==> config.mk <==
export PLATFORM = sky130hd
export DESIGN_NAME = inst_queue
export DESIGN_NICKNAME = d
export VERILOG_FILES = /design/src/rtl/inst_queue.sv
export SDC_FILE = /design/constraint.sdc
export NUM_CORES = 1
export LEC_CHECK = 0
export CAP_MARGIN = 10
export CORE_MARGIN = 2
export CORE_UTILIZATION = 50
export CTS_BUF_LIST = sky130_fd_sc_hd__clkbuf_8 sky130_fd_sc_hd__clkbuf_16
export CTS_CLUSTER_SIZE = 14
export DETAILED_ROUTE_END_ITERATION = 10
export PLACE_DENSITY = 0.69
export SYNTH_ARGS = -nofsm -noshare
export SYNTH_HDL_FRONTEND = slang
export SYNTH_SLANG_ARGS = --single-unit
export TNS_END_PERCENT = 30
==> constraint.sdc <==
create_clock -name clk -period 6.6 [get_ports clk]
set_input_delay 1.32 -clock clk [delete_from_list [all_inputs] [get_ports clk]]
set_output_delay 1.32 -clock clk [all_outputs]
set_load 0.02 [all_outputs]
==> src/rtl/inst_queue.sv <==
// inst_queue: instruction queue between fetch and decode.
//
// Accepts one 8-byte-aligned fetch packet (two 32-bit instructions) per cycle
// and stores each instruction with its PC in a circular buffer of DEPTH
// entries. The two oldest entries are presented to decode, which consumes
// 0, 1 or 2 of them per cycle.
//
// Build option: define INST_QUEUE_BYPASS_EN to forward an incoming packet
// straight to the id_* outputs when the queue is empty.
//
// Ports:
//   clk             clock, all state updates on rising edge
//   rst             synchronous reset, active-low
//   flush           discard all entries (overrides push and pop)
//   fetch_valid     fetch packet valid
//   fetch_pc        fetch PC; bit 2 set means only the upper instruction is used
//   fetch_inst      {inst at pc+4, inst at pc+0}
//   stallreq_fetch  fewer than 2 free entries; fetch must hold
//   id_pop          instructions consumed by decode (3 treated as 2)
//   id_valid0/1     slot valid (slot 0 = oldest)
//   id_pc0/1        slot PC
//   id_inst0/1      slot instruction
module inst_queue #(
  parameter int unsigned DEPTH = 8
) (
  input  logic        clk,
  input  logic        rst,
  input  logic        flush,
  input  logic        fetch_valid,
  input  logic [31:0] fetch_pc,
  input  logic [63:0] fetch_inst,
  output logic        stallreq_fetch,
  input  logic [1:0]  id_pop,
  output logic        id_valid0,
  output logic        id_valid1,
  output logic [31:0] id_pc0,
  output logic [31:0] id_pc1,
  output logic [31:0] id_inst0,
  output logic [31:0] id_inst1
);

  localparam int unsigned PW = $clog2(DEPTH);
  localparam int unsigned CW = PW + 1;

  logic [31:0]   mem_pc   [DEPTH];
  logic [31:0]   mem_inst [DEPTH];
  logic [PW-1:0] rd_ptr, wr_ptr;
  logic [CW-1:0] count;

  logic [PW-1:0] rd_ptr1, wr_ptr1;
  logic [CW-1:0] free_n;
  logic          push;
  logic [1:0]    pop_req;
  logic [1:0]    in_n;
  logic [31:0]   in_pc0, in_pc1, in_inst0, in_inst1;
  logic [1:0]    rd_n, wr_n;
  logic          wr_skip;

  assign rd_ptr1        = rd_ptr + PW'(1);
  assign wr_ptr1        = wr_ptr + PW'(1);
  assign free_n         = CW'(DEPTH) - count;
  assign stallreq_fetch = free_n < CW'(2);
  assign push           = fetch_valid & ~stallreq_fetch & ~flush;
  assign pop_req        = (id_pop == 2'd3) ? 2'd2 : id_pop;

  // Packet split into up to two entries in program order; entry 0 is always
  // written first. fetch_pc[1:0] is zero by contract, so carrying it through
  // is equivalent to forcing the low bits.
  always_comb begin
    in_pc1   = '0;
    in_inst1 = '0;
    if (fetch_pc[2]) begin
      in_n     = 2'd1;
      in_pc0   = {fetch_pc[31:3], 1'b1, fetch_pc[1:0]};
      in_inst0 = fetch_inst[63:32];
    end else begin
      in_n     = 2'd2;
      in_pc0   = {fetch_pc[31:3], 1'b0, fetch_pc[1:0]};
      in_inst0 = fetch_inst[31:0];
      in_pc1   = {fetch_pc[31:3], 1'b1, fetch_pc[1:0]};
      in_inst1 = fetch_inst[63:32];
    end
  end

  // Pop/write accounting and decode-side outputs.
  always_comb begin
    logic        v0, v1;
    logic [31:0] pc0, pc1, inst0, inst1;

    rd_n    = (CW'(pop_req) > count) ? count[1:0] : pop_req;
    wr_n    = push ? in_n : 2'd0;
    wr_skip = 1'b0;

    v0    = (count != '0);
    v1    = (count >= CW'(2));
    pc0   = mem_pc[rd_ptr];
    inst0 = mem_inst[rd_ptr];
    pc1   = mem_pc[rd_ptr1];
    inst1 = mem_inst[rd_ptr1];

`ifdef INST_QUEUE_BYPASS_EN
    // Empty queue: forward the packet and store only what decode leaves.
    if (push && (count == '0)) begin
      logic [1:0] byp_pop;
      byp_pop = (pop_req > in_n) ? in_n : pop_req;
      rd_n    = 2'd0;
      wr_n    = in_n - byp_pop;
      wr_skip = (byp_pop != 2'd0);
      v0      = 1'b1;
      v1      = (in_n == 2'd2);
      pc0     = in_pc0;
      inst0   = in_inst0;
      pc1     = in_pc1;
      inst1   = in_inst1;
    end
    if (flush) begin
      v0 = 1'b0;
      v1 = 1'b0;
    end
`endif

    id_valid0 = v0;
    id_valid1 = v1;
    id_pc0    = v0 ? pc0   : '0;
    id_inst0  = v0 ? inst0 : '0;
    id_pc1    = v1 ? pc1   : '0;
    id_inst1  = v1 ? inst1 : '0;
  end

  // Storage has no reset; contents are qualified by count.
  always_ff @(posedge clk) begin
    if (wr_n != 2'd0) begin
      mem_pc[wr_ptr]   <= wr_skip ? in_pc1   : in_pc0;
      mem_inst[wr_ptr] <= wr_skip ? in_inst1 : in_inst0;
    end
    if (wr_n == 2'd2) begin
      mem_pc[wr_ptr1]   <= in_pc1;
      mem_inst[wr_ptr1] <= in_inst1;
    end
  end

  always_ff @(posedge clk) begin
    if (!rst || flush) begin
      rd_ptr <= '0;
      wr_ptr <= '0;
      count  <= '0;
    end else begin
      rd_ptr <= rd_ptr + PW'(rd_n);
      wr_ptr <= wr_ptr + PW'(wr_n);
      count  <= count + CW'(wr_n) - CW'(rd_n);
    end
  end

endmodule

After elaboration in Yosys (flattened, before gate mapping). Memory sizes are Yosys's and may differ from the RTL's. A register that Yosys moved wholly into a read port is not among the register bits. Index checks and enable logic that the tools add are counted.

Register bits after elaboration: 10. Bits in latches: 0. Bits in writable memories: 512. Bits in read-only memories: 0. Input port bits: 102. Memories kept: 2.

Add/subtract/negate cells: 7. $mul: 0. Div/mod/pow operators: 0. Order comparisons: 3. Equality and inequality tests: 2. Shift-type cells: 0. Muxes and demuxes: 18. Bitwise operators: 4. Reduce and logical (&&, ||, !) cells: 4.

Memories: mem_inst (depth 8, width 32, read ports 2, clocked after Yosys merged registers in 1, wr ports 2, RTL line 46) `logic [31:0] mem_inst [DEPTH];`; mem_pc (depth 8, width 32, read ports 2, clocked after Yosys merged registers in 1, wr ports 2, RTL line 45) `logic [31:0] mem_pc [DEPTH];`.

Operators by type and width (count): 32-bit two-way mux (7); 3-bit two-way mux (3); 2-bit two-way mux (4); 3-bit by 1-bit adder with 3-bit output, second input constant (2); 3-bit by 2-bit adder with 3-bit output (2); 4-bit by 2-bit adder with 4-bit output (1); 2-bit == test, second input constant (2); 4-bit by 2-bit >= comparator with 1-bit output, second input constant (1); 2-bit by 4-bit > comparator with 1-bit output (1); 4-bit by 2-bit less-than comparator with 1-bit output, second input constant (1); 1-bit two-way mux (4); 4-bit nonzero test (1); 4-bit by 2-bit subtractor with 4-bit output (1); 4-bit subtractor, first input constant (1); 1-bit AND (2); 1-bit inverter (2); 2-bit nonzero test (1); 1-bit zero test (1); 1-bit logical OR (1).

Depth between registers and ports, before layout. Gate-level depths: netlist of the first run.

Depth in word-level cells: 9. Gate-level depth with buffers: 14. Mapped depth without buffers: 14.

Worst setup path after synthesis of the first run. Ideal clock, no wire load.

Kind: input-to-reg. Start point: input fetch_pc[2]. End point: memory mem_inst[6][0], enable pin. Library setup time: 0.507 ns. Arrival: 5.116 ns. Data required time: 6.093 ns. Setup slack: 0.977 ns. Cell stages on the path: 4. Buffers on the path: 1. Cell sequence: buf_2 -> nor3b_4 -> nand2_2 -> a21oi_1.

RTL lines: start, declared (RTL line 30) `input logic [31:0] fetch_pc,`; end, declared (RTL line 46).

Final worst setup path of the first run.
Start point: register rd_ptr[0]. End point: output id_pc1[15].

Cells in the longest elaborated chain, start to end: 3.

Ends and longest elaborated chain: start, declared (RTL line 47) `logic [PW-1:0] rd_ptr, wr_ptr;`; start signal, assigned (RTL line 148) `rd_ptr <= rd_ptr + PW'(rd_n);`; 3-bit by 1-bit adder with 3-bit output (RTL line 59) `assign rd_ptr1 = rd_ptr + PW'(1);`; memory 8 x 32 bit; 32-bit two-way mux (RTL line 126) `id_pc1 = v1 ? pc1 : '0;`; end, declared (RTL line 37) `output logic [31:0] id_pc1,`.

Every way passes these cells.

==> results of run 1 <==
cell usage in the layout (no fill, tap or decap), drive strengths merged:
cell type      netlist  layout
o2bb2ai              1       1
nor3                 2       2
nand2b               9       9
nor2b                5       5
fa                   4       4
mux4               256     256
inv                 13      25
nor2                86      86
and2                 9       9
xor2                 4       4
diode                0       2
a21o                 1       1
o211ai               1       1
a22oi                4       4
clkbuf             287      57
o21ai                2       2
or2                  4       4
bufinv               0       2
mux2i               65      65
nand2              136     136
mux2               288     288
edfxtp             512     512
a21oi               70      70
dfxtp               10      10
nor3b                1       1
nand3                2       2
buf                 84      37
clkdlybuf4s50        0     231
clkinv               0      24
ha                  14      14
xnor2                4       4
nand3b               5       5
metrics by stage:
step | util, % | total power [W] | setup slack, ns
global route | 57.0 | 0.0114 | 1.21
floorplan | - | 0.00640 | 0.977
finish | 57.0 | 0.0109 | 1.38
CTS | 57.0 | 0.0110 | 1.29
global placement | 54.1 | 0.00812 | 1.97
detailed placement | 54.1 | 0.00817 | 1.94
report_power, final:
part / internal [W] / leakage, nW / switching, W / total [W]
Clock: 0.00162 / 0.856 / 0.00125 / 0.00287
Combinational: 0.00184 / 4.90 / 0.00233 / 0.00417
Sequential: 0.00381 / 4.72 / 0.0000900 / 0.00390
Total: 0.00726 / 10.5 / 0.00368 / 0.0109
area by class of cell:
type	instances	area [um2]	share of cell area, %
repair buffers	268	2680	8.15
inverters	13	48.8	0.149
clock buffers	57	1430	4.35
flip-flops and latches	522	15600	47.5
multi-input cells	973	11900	36.3
diodes	2	5.00	0.0153
clock inverters	38	208	0.633
well taps	765	957	2.92
synth_stat cells, drive strengths merged (4+ instances only):
cell type / n
clkbuf: 287
nand3b: 5
mux2i: 65
and2: 9
fa: 4
xor2: 4
buf: 84
a21oi: 70
dfxtp: 10
mux4: 256
nor2b: 5
inv: 13
mux2: 288
edfxtp: 512
or2: 4
nand2: 136
nand2b: 9
ha: 14
xnor2: 4
nor2: 86
a22oi: 4
final timing paths:
| check | from | to | slack, ns | cells after the start |
|---|---|---|---|---|
| max | rd_ptr[0] | id_pc1[15] | 1.38 | 6 |
| min | wr_ptr[2] | wr_ptr[2] | 0.67 | 2 |
| min reg2reg | wr_ptr[2] | wr_ptr[2] | 0.67 | 2 |
| max reg2reg | count[1] | count[3] | 3.03 | 11 |
worst reg2reg max path, stage by stage (launching register included):
cell and delay [ns]:
dfxtp_1 0.44, inv_1 0.12, ha_1 0.30, nand3b_1 0.22, o2bb2ai_4 0.77, nor3_1 0.25, fa_1 0.58, ha_1 0.24
a21o_1 0.16, a21oi_1 0.18, xnor2_1 0.14, nor2_1 0.05
metal layers:
layer  global-route usage (%)  up-vias  part of all wire (%)
met5                        0        -                 0.037
met4                     6.40        4                   2.0
met3                     4.49       93                   8.2
met2                     41.1      670                    49
met1                     33.4     8511                    40
li1                         -     6987                     -
cells by family after synthesis:
kind of cell | Yosys count
muxes | 609
DFF | 522
buffers and inverters | 384
and+or+nand+nor | 259
AOI/OAI and AO/OA | 79
adders and majority gates | 18
xor gates and xnor gates | 8
state kept, by name, indices dropped and copies added (netlist names):
register and count:
rd_ptr 3, mem_pc 256, wr_ptr 3, mem_inst 256
count 4
==> flow_metrics.env, run 1 <==
export IMPL_die_h_um=245
export IMPL_synth_seq_area_share_pct=53.5
export IMPL_worst_endpoint_required_ns=5.28
export IMPL_fin_cells=2638
export IMPL_clk_pin_slew_ns=0.06
export IMPL_slew_violations=0
export IMPL_routed_via_density=6.17
export IMPL_synth_compound_area_share_pct=1.50
export IMPL_synth_warnings=0
export IMPL_hpwl_um=41800
export IMPL_die_w_um=245
export IMPL_cts_buffer_depth=3
export IMPL_final_hold_violation_count=0
export IMPL_period_minus_slack_ns=5.22
export IMPL_maxCapViolations=0
export IMPL_nNetsFinal=1953
export IMPL_max_slew_worst_pin_slew_ns=1.13
export IMPL_synth_mux_area_share_pct=33.8
export IMPL_grt_ovfl_total=0
export IMPL_cts_tree="built"
export IMPL_p_leak_nw=10.5
export IMPL_synth_area_um2=29100
export IMPL_dieArea_um2=60100
export IMPL_wirelength_um=73300
export IMPL_rsz0062_at_grt="no"
export IMPL_path_buf_inv=2
export IMPL_synthToLayoutAreaGrowth_pct=12.8
export IMPL_fin_skew_ns=0.0200
export IMPL_critical_path_class="reg2out"
export IMPL_avgRoutedWirePerCell_um=27.8
export IMPL_fin_tns_setup_ns=0
export IMPL_start_util_pct=50.5
export IMPL_cts_root_buf="clkbuf_16"
export IMPL_setup_viol=0
export IMPL_syn_avg_cell_area_um2=15.5
export IMPL_num_vias=16300
export IMPL_dp_cells=2541
export IMPL_ctsResizeCount=0
export IMPL_fill_cells=4374
export IMPL_cts_htree_levels=2
export IMPL_grt_antenna_before_repair=4
export IMPL_synthCells=1879
export IMPL_outcome="finished, final reports clean"
export IMPL_cp_top_family="buffers and inverters"
export IMPL_grt_pass1_wl_um=108000
export IMPL_ys_types=41
export IMPL_grt_pass1_vias=17000
export IMPL_synth_top_family_by_area="multiplexers"
export IMPL_first_pass_iters=5
export IMPL_synth_xor_area_share_pct=0.241
export IMPL_yosysTopAreaCell="edfxtp_1"
export IMPL_fp_row_count=88
export IMPL_holdBufCountCts=0
export IMPL_clk_latency_ns=0.61
export IMPL_drt_iter0_markers=1291
export IMPL_post_route_cell_area_um2=32800
export IMPL_synthTopCellsByArea="edfxtp_1 53%, mux4_2 20%, mux2_2 6.7%, clkbuf_1 3.7%, mux2_4 2.5%"
export IMPL_synth_fa_ha_area_share_pct=0.877
export IMPL_top_level_ports=233
export IMPL_ir_worst_vdd_mv=0.237
export IMPL_crit_path_cell_trace="ha_4 > buf_4 > mux4_2 > nand2_1 > a21oi_1 > clkdlybuf4s50_1"
export IMPL_synth_edff_count=512
export IMPL_post_cts_buffers=0
export IMPL_synth_ff_type="edfxtp_1"
export IMPL_grt_usage_pct=24.6
export IMPL_syn_nets=1999
export IMPL_cp_slowest_stage_delay_ns=0.76
export IMPL_crit_arrival_ns=3.90
export IMPL_cp_max_fo=43
export IMPL_synth_top_area_share_pct=52.8
export IMPL_async_flop_share_pct=0
export IMPL_fin_hold_ws_ns=0.669
export IMPL_port_buffers=232
export IMPL_grt_max_degree=119
export IMPL_gp_congestion=0.766
export IMPL_cts_made_buffers=55
export IMPL_place_area_um2=31200
export IMPL_drtAntennaViolNets=0
export IMPL_critical_path_slowest_cell="ha_4"
export IMPL_end_kind="output port"
export IMPL_fin_crit_sh_pct=79.1
export IMPL_yosys_area_share_simple_pct=4.09
export IMPL_timing_slew_headroom_pct=24.7
export IMPL_clock_sinks=522
export IMPL_cp_start_kind="flip-flop"
export IMPL_drcViolationCount=0
export IMPL_power_density_nw_per_um2=333
export IMPL_max_freq_mhz=192
export IMPL_yosys_register_bits=522
export IMPL_layout_drive_gt1_share_pct=33.3
export IMPL_core_area_um2=57600
export IMPL_hp_class="reg2reg"
Note: power is estimated with default switching activity, not from simulation.
==> inputs of run 2 (changes only) <==
--- a/config.mk
+++ b/config.mk
@@ -11,7 +11,7 @@
 export CTS_BUF_LIST = sky130_fd_sc_hd__clkbuf_8 sky130_fd_sc_hd__clkbuf_16
 export CTS_CLUSTER_SIZE = 14
 export DETAILED_ROUTE_END_ITERATION = 10
-export PLACE_DENSITY = 0.69
+export PLACE_DENSITY = 0.72
 export SYNTH_ARGS = -nofsm -noshare
 export SYNTH_HDL_FRONTEND = slang
 export SYNTH_SLANG_ARGS = --single-unit
==> constraint.sdc (replaced) <==
create_clock -name clk -period 4.61 [get_ports clk]
set_input_delay 0.922 -clock clk [delete_from_list [all_inputs] [get_ports clk]]
set_output_delay 0.922 -clock clk [all_outputs]
set_load 0.02 [all_outputs]
==> run 2 against run 1 <==
  * Combinational power is 45% higher
  * Clock-buffer cell count shrank 1
  * Sequential power rose by 42%
  * Highest routed layer unchanged
  * Worst hold slack better by 0.013 ns
  * Largest power group unchanged
  * Largest cell class unchanged
  * Clock power is 56% higher
==> flow_metrics.env, run 2 (synthesis gave the netlist of run 1 again) <==
export IMPL_p_switching_w=0.00533
export IMPL_cts_made_buffers=56
export IMPL_die_w_um=245
export IMPL_fin_cells=2664
export IMPL_timing_slew_headroom_pct=28.2
export IMPL_holdBufCountCts=0
export IMPL_max_freq_mhz=227
export IMPL_worst_endpoint_required_ns=3.69
export IMPL_post_cts_buffers=0
export IMPL_dp_slack_ns=0.738
export IMPL_fin_crit_sh_pct=95.6
export IMPL_die_h_um=245
export IMPL_grt_pass1_vias=17400
export IMPL_outcome="finished, final reports clean"
export IMPL_slew_violations=0
export IMPL_cts_htree_levels=2
export IMPL_period_minus_slack_ns=4.41
export IMPL_fin_ws_ns=0.203
export IMPL_drtAntennaViolNets=0
export IMPL_cp_max_fo=11
export IMPL_power_frac_clock_pct=27.9
export IMPL_dieArea_um2=60100
export IMPL_end_kind="output port"
export IMPL_gp_congestion=0.808
export IMPL_nNetsFinal=1970
export IMPL_maxCapViolations=0
export IMPL_start_util_pct=50.5
export IMPL_power_frac_comb_pct=37.7
export IMPL_top_level_ports=233
export IMPL_max_slew_worst_pin_slew_ns=1.07
export IMPL_grt_ovfl_total=0
export IMPL_fin_skew_ns=0.0287
export IMPL_grt_max_degree=137
export IMPL_ctsResizeCount=0
export IMPL_num_vias=16500
export IMPL_grt_antenna_before_repair=8
export IMPL_power_density_nw_per_um2=484
export IMPL_core_area_um2=57600
export IMPL_fin_tns_setup_ns=0
export IMPL_largestRegisters="mem_inst: 256 flops, mem_pc: 256 flops, count: 4 flops"
export IMPL_hpwl_um=42100
export IMPL_crit_arrival_ns=3.48
export IMPL_drcViolationCount=0
export IMPL_layout_commonest_cell="edfxtp_1"
export IMPL_critical_path_class="reg2out"
export IMPL_cts_tree="built"
export IMPL_clock_sinks=522
export IMPL_intPower_w=0.0107
export IMPL_wirelength_um=72700
export IMPL_grt_pass1_wl_um=109000
export IMPL_port_buffers=232
export IMPL_cts_buffer_depth=3
export IMPL_fin_hold_ws_ns=0.682
export IMPL_hp_class="reg2reg"
export IMPL_drt_iter0_markers=1210
export IMPL_post_route_util_pct=57.7
export IMPL_cp_start_kind="flip-flop"
export IMPL_cts_root_buf="clkbuf_16"
export IMPL_ir_worst_vdd_mv=0.391
export IMPL_synthToLayoutAreaGrowth_pct=14.3
export IMPL_avgRoutedWirePerCell_um=27.3
export IMPL_power_frac_seq_pct=34.4
export IMPL_first_pass_iters=5
export IMPL_mostFrequentLayoutCells="512 x edfxtp_1, 256 x mux4_2, 231 x clkdlybuf4s50_1"
export IMPL_rsz0062_at_grt="no"
export IMPL_dp_cells=2557
export IMPL_layout_drive_gt1_share_pct=34.5
export IMPL_grt_usage_pct=24.5
export IMPL_routed_via_density=6.18
export IMPL_switching_share_pct=33.2
export IMPL_clk_latency_ns=0.62
export IMPL_p_leak_nw=10.6
export IMPL_final_hold_violation_count=0
export IMPL_setup_viol=0
export IMPL_fp_row_count=88
export IMPL_clk_pin_slew_ns=0.07
run 2: changes by cell type in the layout (fill, tap and decap cells not counted), sizes merged:
cell	before	now
bufinv	2	7
inv	25	19
clkbuf	57	56
clkinv	24	31
clkinvlp	0	2
buf	37	53
diode	2	5
run 2: power groups by stage:
stage          Clock, W  Sequential (W)  Combinational (W)
2_1_floorplan         0         0.00561            0.00355
3_3_place_gp          0         0.00562            0.00605
3_5_place_dp          0         0.00563            0.00609
4_1_cts         0.00457         0.00553            0.00612
5_1_grt         0.00475         0.00555            0.00643
6_report        0.00449         0.00553            0.00606
run 2: stage by stage:
step                      instance area (um2)  total power, W
final                                   33300          0.0161
after detailed placement                31400          0.0117
after global placement                  31400          0.0117
after global routing                    33200          0.0167
after CTS                               33200          0.0162
after floorplan                         29100         0.00916
run 2: layer usage:
layer / vias to the layer above / global-route usage [%] / part of all wire (%)
li1: 7047 / - / -
met1: 8678 / 32.9 / 40
met2: 601 / 40.2 / 49
met3: 133 / 4.94 / 7.6
met4: 6 / 8.16 / 2.8
met5: - / 0 / 0.059
run 2: layout make-up:
type | instances | area [um2]
clock inverter | 46 | 435
fill | 4356 | 24300
tap | 765 | 957
multi-input combinational | 973 | 11900
timing repair buffer | 284 | 2900
clock buffer | 56 | 1400
inverter | 13 | 48.8
antenna | 5 | 12.5
sequential | 522 | 15600
run 2: worst paths after layout:
| kind | from | endpoint | slack (ns) | cells past startpoint |
|---|---|---|---|---|
| hold / removal | count[0] | count[0] | 0.68 | 2 |
| setup reg to reg | count[1] | mem_inst[0][0] | 1.14 | 8 |
| setup / recovery | rd_ptr[0] | id_inst1[12] | 0.20 | 6 |
| hold reg to reg | count[0] | count[0] | 0.68 | 2 |
run 2: worst max-delay path, cell delays in order (launching register included):
cell and delay [ns]:
dfxtp_4 0.37, ha_4 0.19, xnor2_2 0.82, buf_4 0.36
nand2_1 0.07, a21oi_1 0.34, clkdlybuf4s50_1 0.71
